## config.mk

```make
export PLATFORM = sky130hd
export DESIGN_NAME = instruction_fetch_queue
export DESIGN_NICKNAME = d
export VERILOG_FILES = /design/src/rtl/instruction_fetch_queue_pkg.sv /design/src/rtl/instruction_fetch_queue_opcode_classifier.sv /design/src/rtl/instruction_fetch_queue.sv
export SDC_FILE = /design/constraint.sdc
export NUM_CORES = 2
export LEC_CHECK = 0
export ABC_AREA = 1
export CAP_MARGIN = 20
export CORE_MARGIN = 5
export CORE_UTILIZATION = 40
export DETAILED_ROUTE_END_ITERATION = 7
export GPL_ROUTABILITY_DRIVEN = 0
export SLEW_MARGIN = 20
export SYNTH_ARGS = -nofsm -noshare
export SYNTH_HDL_FRONTEND = slang
export SYNTH_SLANG_ARGS = --single-unit
```

## constraint.sdc

```tcl
create_clock -name clk -period 4.38 [get_ports clk]
set_clock_uncertainty 0.15 [all_clocks]
set_input_delay 0.876 -clock clk [delete_from_list [all_inputs] [get_ports clk]]
set_output_delay 0.876 -clock clk [all_outputs]
set_load 0.01 [all_outputs]
```

## src/rtl/instruction_fetch_queue_pkg.sv

```systemverilog
// Shared definitions for the instruction fetch front end.
//   - Instruction-type codes (R..UJ plus ILLEGAL_TYPE).
//   - RISC-V base opcode constants.
//   - Fetch FSM state enum.
//   - classify_opcode(): opcode -> instruction-type code.
package instruction_fetch_queue_pkg;

  localparam logic [2:0] R_TYPE       = 3'd0;
  localparam logic [2:0] I_TYPE       = 3'd1;
  localparam logic [2:0] S_TYPE       = 3'd2;
  localparam logic [2:0] SB_TYPE      = 3'd3;
  localparam logic [2:0] U_TYPE       = 3'd4;
  localparam logic [2:0] UJ_TYPE      = 3'd5;
  localparam logic [2:0] ILLEGAL_TYPE = 3'b111;

  localparam logic [6:0] OP_OP     = 7'b0110011;
  localparam logic [6:0] OP_OP_32  = 7'b0111011;
  localparam logic [6:0] OP_IMM    = 7'b0010011;
  localparam logic [6:0] OP_IMM_32 = 7'b0011011;
  localparam logic [6:0] OP_LOAD   = 7'b0000011;
  localparam logic [6:0] OP_JALR   = 7'b1100111;
  localparam logic [6:0] OP_SYSTEM = 7'b1110011;
  localparam logic [6:0] OP_STORE  = 7'b0100011;
  localparam logic [6:0] OP_BRANCH = 7'b1100011;
  localparam logic [6:0] OP_LUI    = 7'b0110111;
  localparam logic [6:0] OP_AUIPC  = 7'b0010111;
  localparam logic [6:0] OP_JAL    = 7'b1101111;

  typedef enum logic [1:0] {
    FETCH_IDLE,
    FETCH_REQ,
    FETCH_WAIT,
    FETCH_DROP
  } fetch_state_e;

  function automatic logic [2:0] classify_opcode(input logic [6:0] opcode);
    case (opcode)
      OP_OP, OP_OP_32:                                    return R_TYPE;
      OP_IMM, OP_IMM_32, OP_LOAD, OP_JALR, OP_SYSTEM:     return I_TYPE;
      OP_STORE:                                           return S_TYPE;
      OP_BRANCH:                                          return SB_TYPE;
      OP_LUI, OP_AUIPC:                                   return U_TYPE;
      OP_JAL:                                             return UJ_TYPE;
      default:                                            return ILLEGAL_TYPE;
    endcase
  endfunction

endpackage

```

## src/rtl/instruction_fetch_queue_opcode_classifier.sv

```systemverilog
// opcode_classifier: combinational instruction-type lookup.
// Ports:
//   instruction      in  INSTRUCTION_LENGTH  raw instruction word
//   instruction_type out TYPE_WIDTH          type code from opcode [6:0]
module opcode_classifier
  import instruction_fetch_queue_pkg::*;
#(
  parameter int INSTRUCTION_LENGTH = 32,
  parameter int TYPE_WIDTH         = 3
) (
  input  logic [INSTRUCTION_LENGTH-1:0] instruction,
  output logic [TYPE_WIDTH-1:0]         instruction_type
);

  // Only the opcode field matters for classification.
  logic unused_upper;
  assign unused_upper = ^instruction[INSTRUCTION_LENGTH-1:7];

  assign instruction_type = TYPE_WIDTH'(classify_opcode(instruction[6:0]));

endmodule

```

## src/rtl/instruction_fetch_queue.sv

```systemverilog
// instruction_fetch_queue: fetch front end. Issues aligned 64-bit fetches,
// splits each response into two instructions, classifies them and buffers
// them in a FIFO presented to decode over valid/ready.
// Optional feature: define IFQ_BYPASS_EN to let a response reach the outputs
// in the same cycle when the queue is empty.
// Ports:
//   clk, reset                       clock, synchronous active-high reset
//   redirect_valid, redirect_pc      flush and restart fetch at redirect_pc
//   mem_req_valid/ready/addr         fetch request handshake (8-byte aligned)
//   mem_resp_valid, mem_resp_data    one-cycle response, [31:0] at addr
//   out_valid, out_ready             decode handshake
//   instruction, instruction_type, out_pc   head entry
module instruction_fetch_queue
  import instruction_fetch_queue_pkg::*;
#(
  parameter int                    ADDR_WIDTH         = 64,
  parameter int                    BUS_WIDTH          = 64,
  parameter int                    INSTRUCTION_LENGTH = 32,
  parameter int                    TYPE_WIDTH         = 3,
  parameter int                    DEPTH              = 8,
  parameter logic [ADDR_WIDTH-1:0] RESET_PC           = '0
) (
  input  logic                          clk,
  input  logic                          reset,
  input  logic                          redirect_valid,
  input  logic [ADDR_WIDTH-1:0]         redirect_pc,
  output logic                          mem_req_valid,
  input  logic                          mem_req_ready,
  output logic [ADDR_WIDTH-1:0]         mem_req_addr,
  input  logic                          mem_resp_valid,
  input  logic [BUS_WIDTH-1:0]          mem_resp_data,
  output logic                          out_valid,
  input  logic                          out_ready,
  output logic [INSTRUCTION_LENGTH-1:0] instruction,
  output logic [TYPE_WIDTH-1:0]         instruction_type,
  output logic [ADDR_WIDTH-1:0]         out_pc
);

  localparam int PTR_W = $clog2(DEPTH);
  localparam int CNT_W = PTR_W + 1;
  localparam logic [PTR_W-1:0]      PTR_ONE   = PTR_W'(1);
  localparam logic [CNT_W-1:0]      ROOM_MAX  = CNT_W'(DEPTH - 2);
  localparam logic [ADDR_WIDTH-1:0] HALF_STEP = ADDR_WIDTH'(4);
  localparam logic [ADDR_WIDTH-1:0] LINE_STEP = ADDR_WIDTH'(8);

  fetch_state_e            state, state_next;
  logic [ADDR_WIDTH-1:0]   fetch_pc;
  logic [ADDR_WIDTH-1:0]   req_addr;
  logic                    drop_pend;
  logic [PTR_W-1:0]        wr_ptr, rd_ptr;
  logic [CNT_W-1:0]        count;

  logic [INSTRUCTION_LENGTH-1:0] q_instr [DEPTH];
  logic [TYPE_WIDTH-1:0]         q_type  [DEPTH];
  logic [ADDR_WIDTH-1:0]         q_pc    [DEPTH];

  logic [INSTRUCTION_LENGTH-1:0] lo_instr, hi_instr;
  logic [TYPE_WIDTH-1:0]         lo_type, hi_type;
  logic [ADDR_WIDTH-1:0]         hi_pc;
  logic                          upper_only, resp_take, fifo_valid, deq;
  logic                          bypass, byp_fire, wr0_lo;
  logic [1:0]                    enq_n;

  assign lo_instr = mem_resp_data[INSTRUCTION_LENGTH-1:0];
  assign hi_instr = mem_resp_data[BUS_WIDTH-1:INSTRUCTION_LENGTH];
  assign hi_pc    = req_addr + HALF_STEP;

  opcode_classifier #(
    .INSTRUCTION_LENGTH(INSTRUCTION_LENGTH),
    .TYPE_WIDTH        (TYPE_WIDTH)
  ) u_classify_lo (
    .instruction     (lo_instr),
    .instruction_type(lo_type)
  );

  opcode_classifier #(
    .INSTRUCTION_LENGTH(INSTRUCTION_LENGTH),
    .TYPE_WIDTH        (TYPE_WIDTH)
  ) u_classify_hi (
    .instruction     (hi_instr),
    .instruction_type(hi_type)
  );

  // A fetch that entered mid-line (pc[2]=1) only keeps the upper half.
  assign upper_only = fetch_pc[2];
  assign resp_take  = (state == FETCH_WAIT) && mem_resp_valid && !redirect_valid;
  assign fifo_valid = (count != '0);
  assign deq        = fifo_valid && out_ready;

`ifdef IFQ_BYPASS_EN
  assign bypass = resp_take && !fifo_valid;
`else
  assign bypass = 1'b0;
`endif
  assign byp_fire = bypass && out_ready;

  // The first instruction of the response is skipped when it leaves through
  // the bypass; wr0_lo says whether slot 0 holds the lower half.
  always_comb begin
    enq_n  = 2'd0;
    wr0_lo = 1'b0;
    if (resp_take) begin
      if (upper_only) begin
        enq_n = byp_fire ? 2'd0 : 2'd1;
      end else begin
        enq_n  = byp_fire ? 2'd1 : 2'd2;
        wr0_lo = !byp_fire;
      end
    end
  end

  always_comb begin
    state_next = state;
    case (state)
      FETCH_IDLE: if (!redirect_valid && (count <= ROOM_MAX)) state_next = FETCH_REQ;
      FETCH_REQ:  if (mem_req_ready)
                    state_next = (redirect_valid || drop_pend) ? FETCH_DROP : FETCH_WAIT;
      FETCH_WAIT: if (redirect_valid) state_next = mem_resp_valid ? FETCH_IDLE : FETCH_DROP;
                  else if (mem_resp_valid) state_next = FETCH_IDLE;
      FETCH_DROP: if (mem_resp_valid) state_next = FETCH_IDLE;
      default:    state_next = FETCH_IDLE;
    endcase
  end

  assign mem_req_valid = (state == FETCH_REQ);
  assign mem_req_addr  = req_addr;

  always_ff @(posedge clk) begin
    if (reset) begin
      state     <= FETCH_IDLE;
      fetch_pc  <= RESET_PC;
      req_addr  <= '0;
      drop_pend <= 1'b0;
      wr_ptr    <= '0;
      rd_ptr    <= '0;
      count     <= '0;
    end else begin
      state <= state_next;
      if ((state == FETCH_IDLE) && (state_next == FETCH_REQ))
        req_addr <= {fetch_pc[ADDR_WIDTH-1:3], 3'b000};
      // A redirect seen while the request is still waiting for acceptance
      // must turn its eventual response into a drop.
      drop_pend <= (state == FETCH_REQ) && (drop_pend || redirect_valid) && !mem_req_ready;
      if (redirect_valid) begin
        fetch_pc <= redirect_pc;
        count    <= '0;
        rd_ptr   <= wr_ptr;
      end else begin
        if (resp_take) fetch_pc <= req_addr + LINE_STEP;
        wr_ptr <= wr_ptr + PTR_W'(enq_n);
        rd_ptr <= rd_ptr + PTR_W'(deq);
        count  <= count + CNT_W'(enq_n) - CNT_W'(deq);
      end
    end
  end

  always_ff @(posedge clk) begin
    if (enq_n != 2'd0) begin
      q_instr[wr_ptr] <= wr0_lo ? lo_instr : hi_instr;
      q_type[wr_ptr]  <= wr0_lo ? lo_type  : hi_type;
      q_pc[wr_ptr]    <= wr0_lo ? req_addr : hi_pc;
    end
    if (enq_n == 2'd2) begin
      q_instr[wr_ptr + PTR_ONE] <= hi_instr;
      q_type[wr_ptr + PTR_ONE]  <= hi_type;
      q_pc[wr_ptr + PTR_ONE]    <= hi_pc;
    end
  end

  assign out_valid = fifo_valid || bypass;

  always_comb begin
    instruction      = '0;
    instruction_type = '0;
    out_pc           = '0;
    if (bypass) begin
      instruction      = upper_only ? hi_instr : lo_instr;
      instruction_type = upper_only ? hi_type  : lo_type;
      out_pc           = upper_only ? hi_pc    : req_addr;
    end else if (fifo_valid) begin
      instruction      = q_instr[rd_ptr];
      instruction_type = q_type[rd_ptr];
      out_pc           = q_pc[rd_ptr];
    end
  end

endmodule

```

Word-level counts from Yosys, hierarchy flattened
Memories as Yosys holds them, arrays and structs flattened. A register that Yosys moved wholly into a read port is not among the register bits.
Index checks and enable logic that the tools add are counted.
{"block": "totals", "register_bits": 138, "latchBits": 0, "mem_bits_rw": 792, "rom_bits": 0, "in_bits": 134, "out_inout_bits": 165, "elab_cells": 97, "mem_count": 3}
{"block": "op_classes", "addsub": 7, "multipliers": 0, "n_div": 0, "order_cmp": 1, "eq_ne": 29, "shift": 0, "n_mux": 29, "bitwise": 0, "reduce_logical": 21}
{"memory": "q_pc", "words": 8, "word_bits": 64, "rd": 1, "rd_ports_with_merged_regs": 1, "write_ports": 2, "line": "instruction_fetch_queue.sv:55", "rtl": "logic [ADDR_WIDTH-1:0] q_pc [DEPTH];"}
{"memory": "q_instr", "words": 8, "word_bits": 32, "rd": 1, "rd_ports_with_merged_regs": 1, "write_ports": 2, "line": "instruction_fetch_queue.sv:53", "rtl": "logic [INSTRUCTION_LENGTH-1:0] q_instr [DEPTH];"}
{"memory": "q_type", "words": 8, "word_bits": 3, "rd": 1, "rd_ports_with_merged_regs": 1, "write_ports": 2, "line": "instruction_fetch_queue.sv:54", "rtl": "logic [TYPE_WIDTH-1:0] q_type [DEPTH];"}
{"operator": "two-way mux 64 bit", "n": 4}
{"operator": "adder 64 x 3 -> 64 bit (second input constant)", "n": 1}
{"operator": "adder 64 x 4 -> 64 bit (second input constant)", "n": 1}
{"operator": "two-way mux 32 bit", "n": 2}
{"operator": "== test 7 x 6 -> 1 bit (second input constant)", "n": 8}
{"operator": "== test 7 bit (second input constant)", "n": 8}
{"operator": "== test 7 x 5 -> 1 bit (second input constant)", "n": 6}
{"operator": "case mux 3 bit (6 select lines)", "n": 2}
{"operator": "two-way mux 3 bit", "n": 6}
{"operator": "== test 7 x 2 -> 1 bit (second input constant)", "n": 2}
{"operator": "two-way mux 2 bit", "n": 7}
{"operator": "OR reduction 2 bit", "n": 5}
{"operator": "OR reduction 5 bit", "n": 2}
{"operator": "case mux 2 bit (4 select lines)", "n": 1}
{"operator": "logical AND 1 bit", "n": 7}
{"operator": "two-way mux 1 bit", "n": 7}
{"operator": "== test 2 bit (second input constant)", "n": 3}
{"operator": "adder 4 x 2 -> 4 bit", "n": 1}
{"operator": "== test 2 x 1 -> 1 bit (second input constant)", "n": 2}
{"operator": "<= comparator 4 x 3 -> 1 bit (second input constant)", "n": 1}
{"operator": "nonzero test 2 bit", "n": 2}
{"operator": "nonzero test 4 bit", "n": 1}
{"operator": "subtractor 4 x 1 -> 4 bit", "n": 1}
{"operator": "adder 3 x 1 -> 3 bit", "n": 1}
{"operator": "5 further kinds", "n": 6}

Depth between registers and ports, before layout
{"block": "depth", "word_depth": 7, "mapped_depth": 13}

Modules after synthesis
Synthesis repeated with hierarchy kept, for this count alone.
{"block": "hier_totals", "hier_cells": 4760, "hier_area_um2": 43384.1}
{"module": "instruction_fetch_queue", "n_inst": 1, "cells_per_inst": 4666, "area_each_um2": 43001.2, "seq_area_each_um2": 25944.9}
{"module": "opcode_classifier", "n_inst": 2, "cells_per_inst": 47, "area_each_um2": 191.4, "seq_area_each_um2": 0.0}

Worst setup path after synthesis
Ideal clock, no wire load.
{"block": "synth_timing", "path_type": "input to register", "startpoint": "input port redirect_valid", "endpoint": "memory q_instr[5][0] (enable)", "arrival_ns": 3.749, "required_ns": 3.780, "slack_ns": 0.032, "cell_stages": 8, "cell_sequence": "buf_2 > nor2_4 > buf_6 > nand2_1 > nor2_1 > nor2_4 > buf_6 > inv_1"}
{"element": "start: declaration", "line": "instruction_fetch_queue.sv:25", "rtl": "input logic redirect_valid,"}
{"element": "end: declaration", "line": "instruction_fetch_queue.sv:53"}

==> results_dict.tcl <==
set metrics [dict create \
    result_of_the_run "finished, final reports clean" \
    dieWidth_um 340 \
    maxCapViolCount 0 \
    number_of_global_route_vias_before_repair 34053 \
    place_worst_setup_slack_ps 490 \
    synth_largest_type_area_fraction 0.531 \
    power.static_leakage_uw 0.0178 \
    ant_nets 0 \
    critPathBufInv 2 \
    worst-endpoint-required_ps 3350 \
    gr-total-overflow 0 \
    cts.path.max_buffers 3 \
    yosysUniqueCellTypes 46 \
    vias_per_cell 5.57 \
    boundaryPins 299 \
    worst-endpoint-arrival_ps 3300 \
    rows 120 \
    route.detailed.wl_per_inst_um 22.2 \
    placed_cell_area_um2 47900 \
    critical_path.cell_chain "buf_16 -> o21ai_0 -> o22ai_1 -> o21ai_0 -> a31oi_1 -> clkdlybuf4s50_1" \
    ff_to_ff_end "q_pc[6][50]" \
    slew_violations 0 \
    cell_with_the_largest_stage_delay_on_the_worst_path "clkdlybuf4s50_1" \
    pwr-share-clk 0.380 \
    critical_path_peak_fanout 118 \
    timing.critical_path.mode_cell "o21ai_0" \
    grt_usage 0.238 \
    clk-insertion-delay-late_ps 670 \
    clock_slew_seen_by_the_registers_of_the_worst_setup_and_hold_paths_ps 60 \
    final_nets 5084 \
    drc_violations_left 0 \
    layout.cell_area.non_filler_um2 51200 \
    fin_crit_ps 4330 \
    layoutNonFillerInstCount 6418 \
    cp-start-kind "flip-flop" \
    place.detailed.instances 6237 \
    chipHeight_um 340 \
    clock_tree.root_cell "clkbuf_16" \
    io_buffers 291 \
    most_frequently_used_flop_master_after_synthesis "edfxtp_1" \
    combinationalPowerShare 0.169 \
    number_of_buffers_created_by_cts 97 \
    syn-instance-count 4775 \
    timing_worst_slew_pin_value_ps 1010 \
    vdd.ir_drop.worst_v 0.000293 \
    routed-via-count 35745 \
    synth_enable_flop_cells 768 \
    power-per-cell-area_nw_per_um2 422 \
    drt_pass1_iterations 5 \
    synthesis.yosys.warnings 0 \
    timing.final.ws_setup_ps 54.1 \
    regToRegStartpoint "wr_ptr[0]" \
    antenna_found_initial 1 \
    min-delay-start "fetch_pc[40]" \
    pwr-share-seq 0.451 \
    reg2reg_depth 9 \
    layout_worst_path_cycle_share 0.988 \
    layout-area-overhead-vs-synth_pct 17.9 \
    synth.largest_area_cell "edfxtp_1" \
    fp.dieArea_um2 115000 \
    ys_seq_elements 912 \
    netlist_area_before_placement_um2 43400 \
    place.detailed.hpwl_mm 82.5 \
    min_path_type "flip-flop to flip-flop" \
    cellInternalPower_uw 15500 \
    switching_power_uw 6080 \
    holdPathEnd "fetch_pc[40]" \
    worstSetupPathType "flip-flop to output pin" \
    synthTopCellsByArea "edfxtp_1 (53%), nor2_1 (11%), o21ai_0 (9.3%), dfxtp_1 (6.6%), nand2_1 (5.6%)" \
    report.final.hold_viol_count 0 \
    max_stage_delay_ps 630 \
    setup_violations 0 \
    floorplan.initialDensity 0.404 \
    grt_first_pass_wirelength_mm 212 \
    design.core.area_um2 108000 \
    cts_htree_levels 3 \
    drive_above_1_share 0.0690 \
    cts_tree "yes" \
    slew_headroom 0.326 \
    post-route-util 0.476 \
    setup.reg_to_reg.worst_slack_ps 1380 \
    drt_first_iter_violations 3671 \
    nature_of_the_critical_path_endpoint "output pin" \
    netSwitchingFraction 0.281 \
    rsz0062_at_grt "yes" \
    numClockSinks 912 \
    grt_max_degree 124 \
    crit_family "buffers and inverters" \
    totalWireLength_mm 143 \
    syn_area_cell_um2 9.10 \
    worstHoldPathCells 2 \
    synth_async_sr_flop_share 0 \
    achievable_freq_mhz 231 \
    synth.yosys.seq_area_share 0.597 \
]
[per-layer routing]
metal  vias up  global-route usage  share of wire
li1      16764                   -              -
met1     17105               0.332           0.42
met2      1651               0.383           0.46
met3       225              0.0375          0.086
met4         0              0.0749          0.032
met5         -                   0              0
[final cells by class]
class / instances / area [µm²]
diodes: 2 / 5.00
inverters: 182 / 746
clock inverters: 59 / 598
flip-flops and latches: 912 / 26000
fillers: 10155 / 56300
repair buffers: 388 / 4270
multi-input cells: 3355 / 15400
clock buffers: 117 / 2520
well taps: 1403 / 1760
[cell usage after synthesis (89+ instances only)]
cell	instances
nor2_1	1266
o21ai_0	803
edfxtp_1	768
nand2_1	644
clkbuf_1	179
dfxtp_1	144
a31oi_1	119
a21oi_1	111
inv_1	105
o22ai_1	97
nand3_1	96
buf_2	89
[worst max-delay path by stage]
stage / from / end / slack (ps) / cells after the start
2_1_floorplan: redirect_valid / q_instr[5][0] / 30 / 8
3_3_place_gp: mem_resp_valid / count[2] / 530 / 12
3_5_place_dp: mem_resp_valid / count[2] / 490 / 12
4_1_cts: rd_ptr[0] / out_pc[35] / -0.9 / 6
5_1_grt: rd_ptr[0] / out_pc[26] / -30 / 6
6_report: rd_ptr[0] / out_pc[3] / 50 / 6
[cells by family (layout without fill, tap and decap cells)]
family	after synthesis	in the layout	share of synthesized area
AO/OA/AOI/OAI	1241	1241	0.154
buffers and inverters	512	746	0.0524
XOR/XNOR	17	17	0.00343
adder cells (fa/ha/maj)	14	14	0.00438
AND/OR/NAND/NOR	2078	2078	0.188
flip-flops	912	912	0.597
other	1	7	0.0000863
[through the flow]
step,setup TNS (ps),power (µW),hold slack (ps)
after floorplan,0,11700,291
after global placement,0,13500,298
after detailed placement,0,13500,302
after CTS,-0.854,21700,312
after global routing,-63.6,22400,324
final,0,21600,309
[layout by cell type, fill, tap and decap left out, types with 12 or more instances in the layout]
cell | Yosys | layout
nor2_1 | 1266 | 1266
clkdlybuf4s50_1 | 0 | 284
nor3_1 | 14 | 14
clkbuf_16 | 0 | 99
inv_2 | 19 | 15
o21ai_2 | 28 | 28
nand3_1 | 96 | 96
inv_1 | 105 | 97
nand2_1 | 644 | 644
edfxtp_1 | 768 | 768
a31oi_2 | 0 | 15
clkinv_2 | 0 | 13
nand4_1 | 13 | 13
nor2_4 | 9 | 15
o22ai_1 | 97 | 96
a21oi_1 | 111 | 111
clkinv_1 | 58 | 82
buf_4 | 19 | 48
a22o_1 | 17 | 17
o21ai_0 | 803 | 802
xor2_1 | 15 | 15
a31oi_1 | 119 | 104
clkbuf_1 | 179 | 19
buf_12 | 0 | 43
o21ai_1 | 52 | 53
dfxtp_1 | 144 | 142
ha_1 | 12 | 12
[repair_timing]
item / 4_1_cts / 5_1_grt
hold buffers: 0 / 0
pin swaps: 0 / 0
gates resized for setup: 10 / 21
gates cloned: 0 / 1
setup endpoints to repair: 51 / 29
setup buffers: 1 / 1
hold endpoints to repair: 0 / 0
[worst reg2reg max path, cell delays in order (launching register included)]
cell and delay, ps:
dfxtp_1 450, ha_1 280, or2_1 200, nand2_1 100
nor2_1 110, nand2_1 240, inv_2 100, nor2_4 140
buf_4 750, nor2_1 190
[power by group through the flow]
stage	Clock, µW	Sequential (µW)	Combinational [µW]
floorplan	0	9870	1840
global placement	0	9920	3580
detailed placement	0	9920	3620
CTS	8320	9740	3650
global route	8690	9770	3980
finish	8220	9750	3650
[sequential cells by signal, summed over array words and instances, names as in the netlist]
register	count
rd_ptr	3
q_pc	496
fetch_pc	62
state	2
q_type	24
drop_pend	1
count	4
wr_ptr	3
mem_req_addr	61
q_instr	256
(Power assumes the default switching activity.)
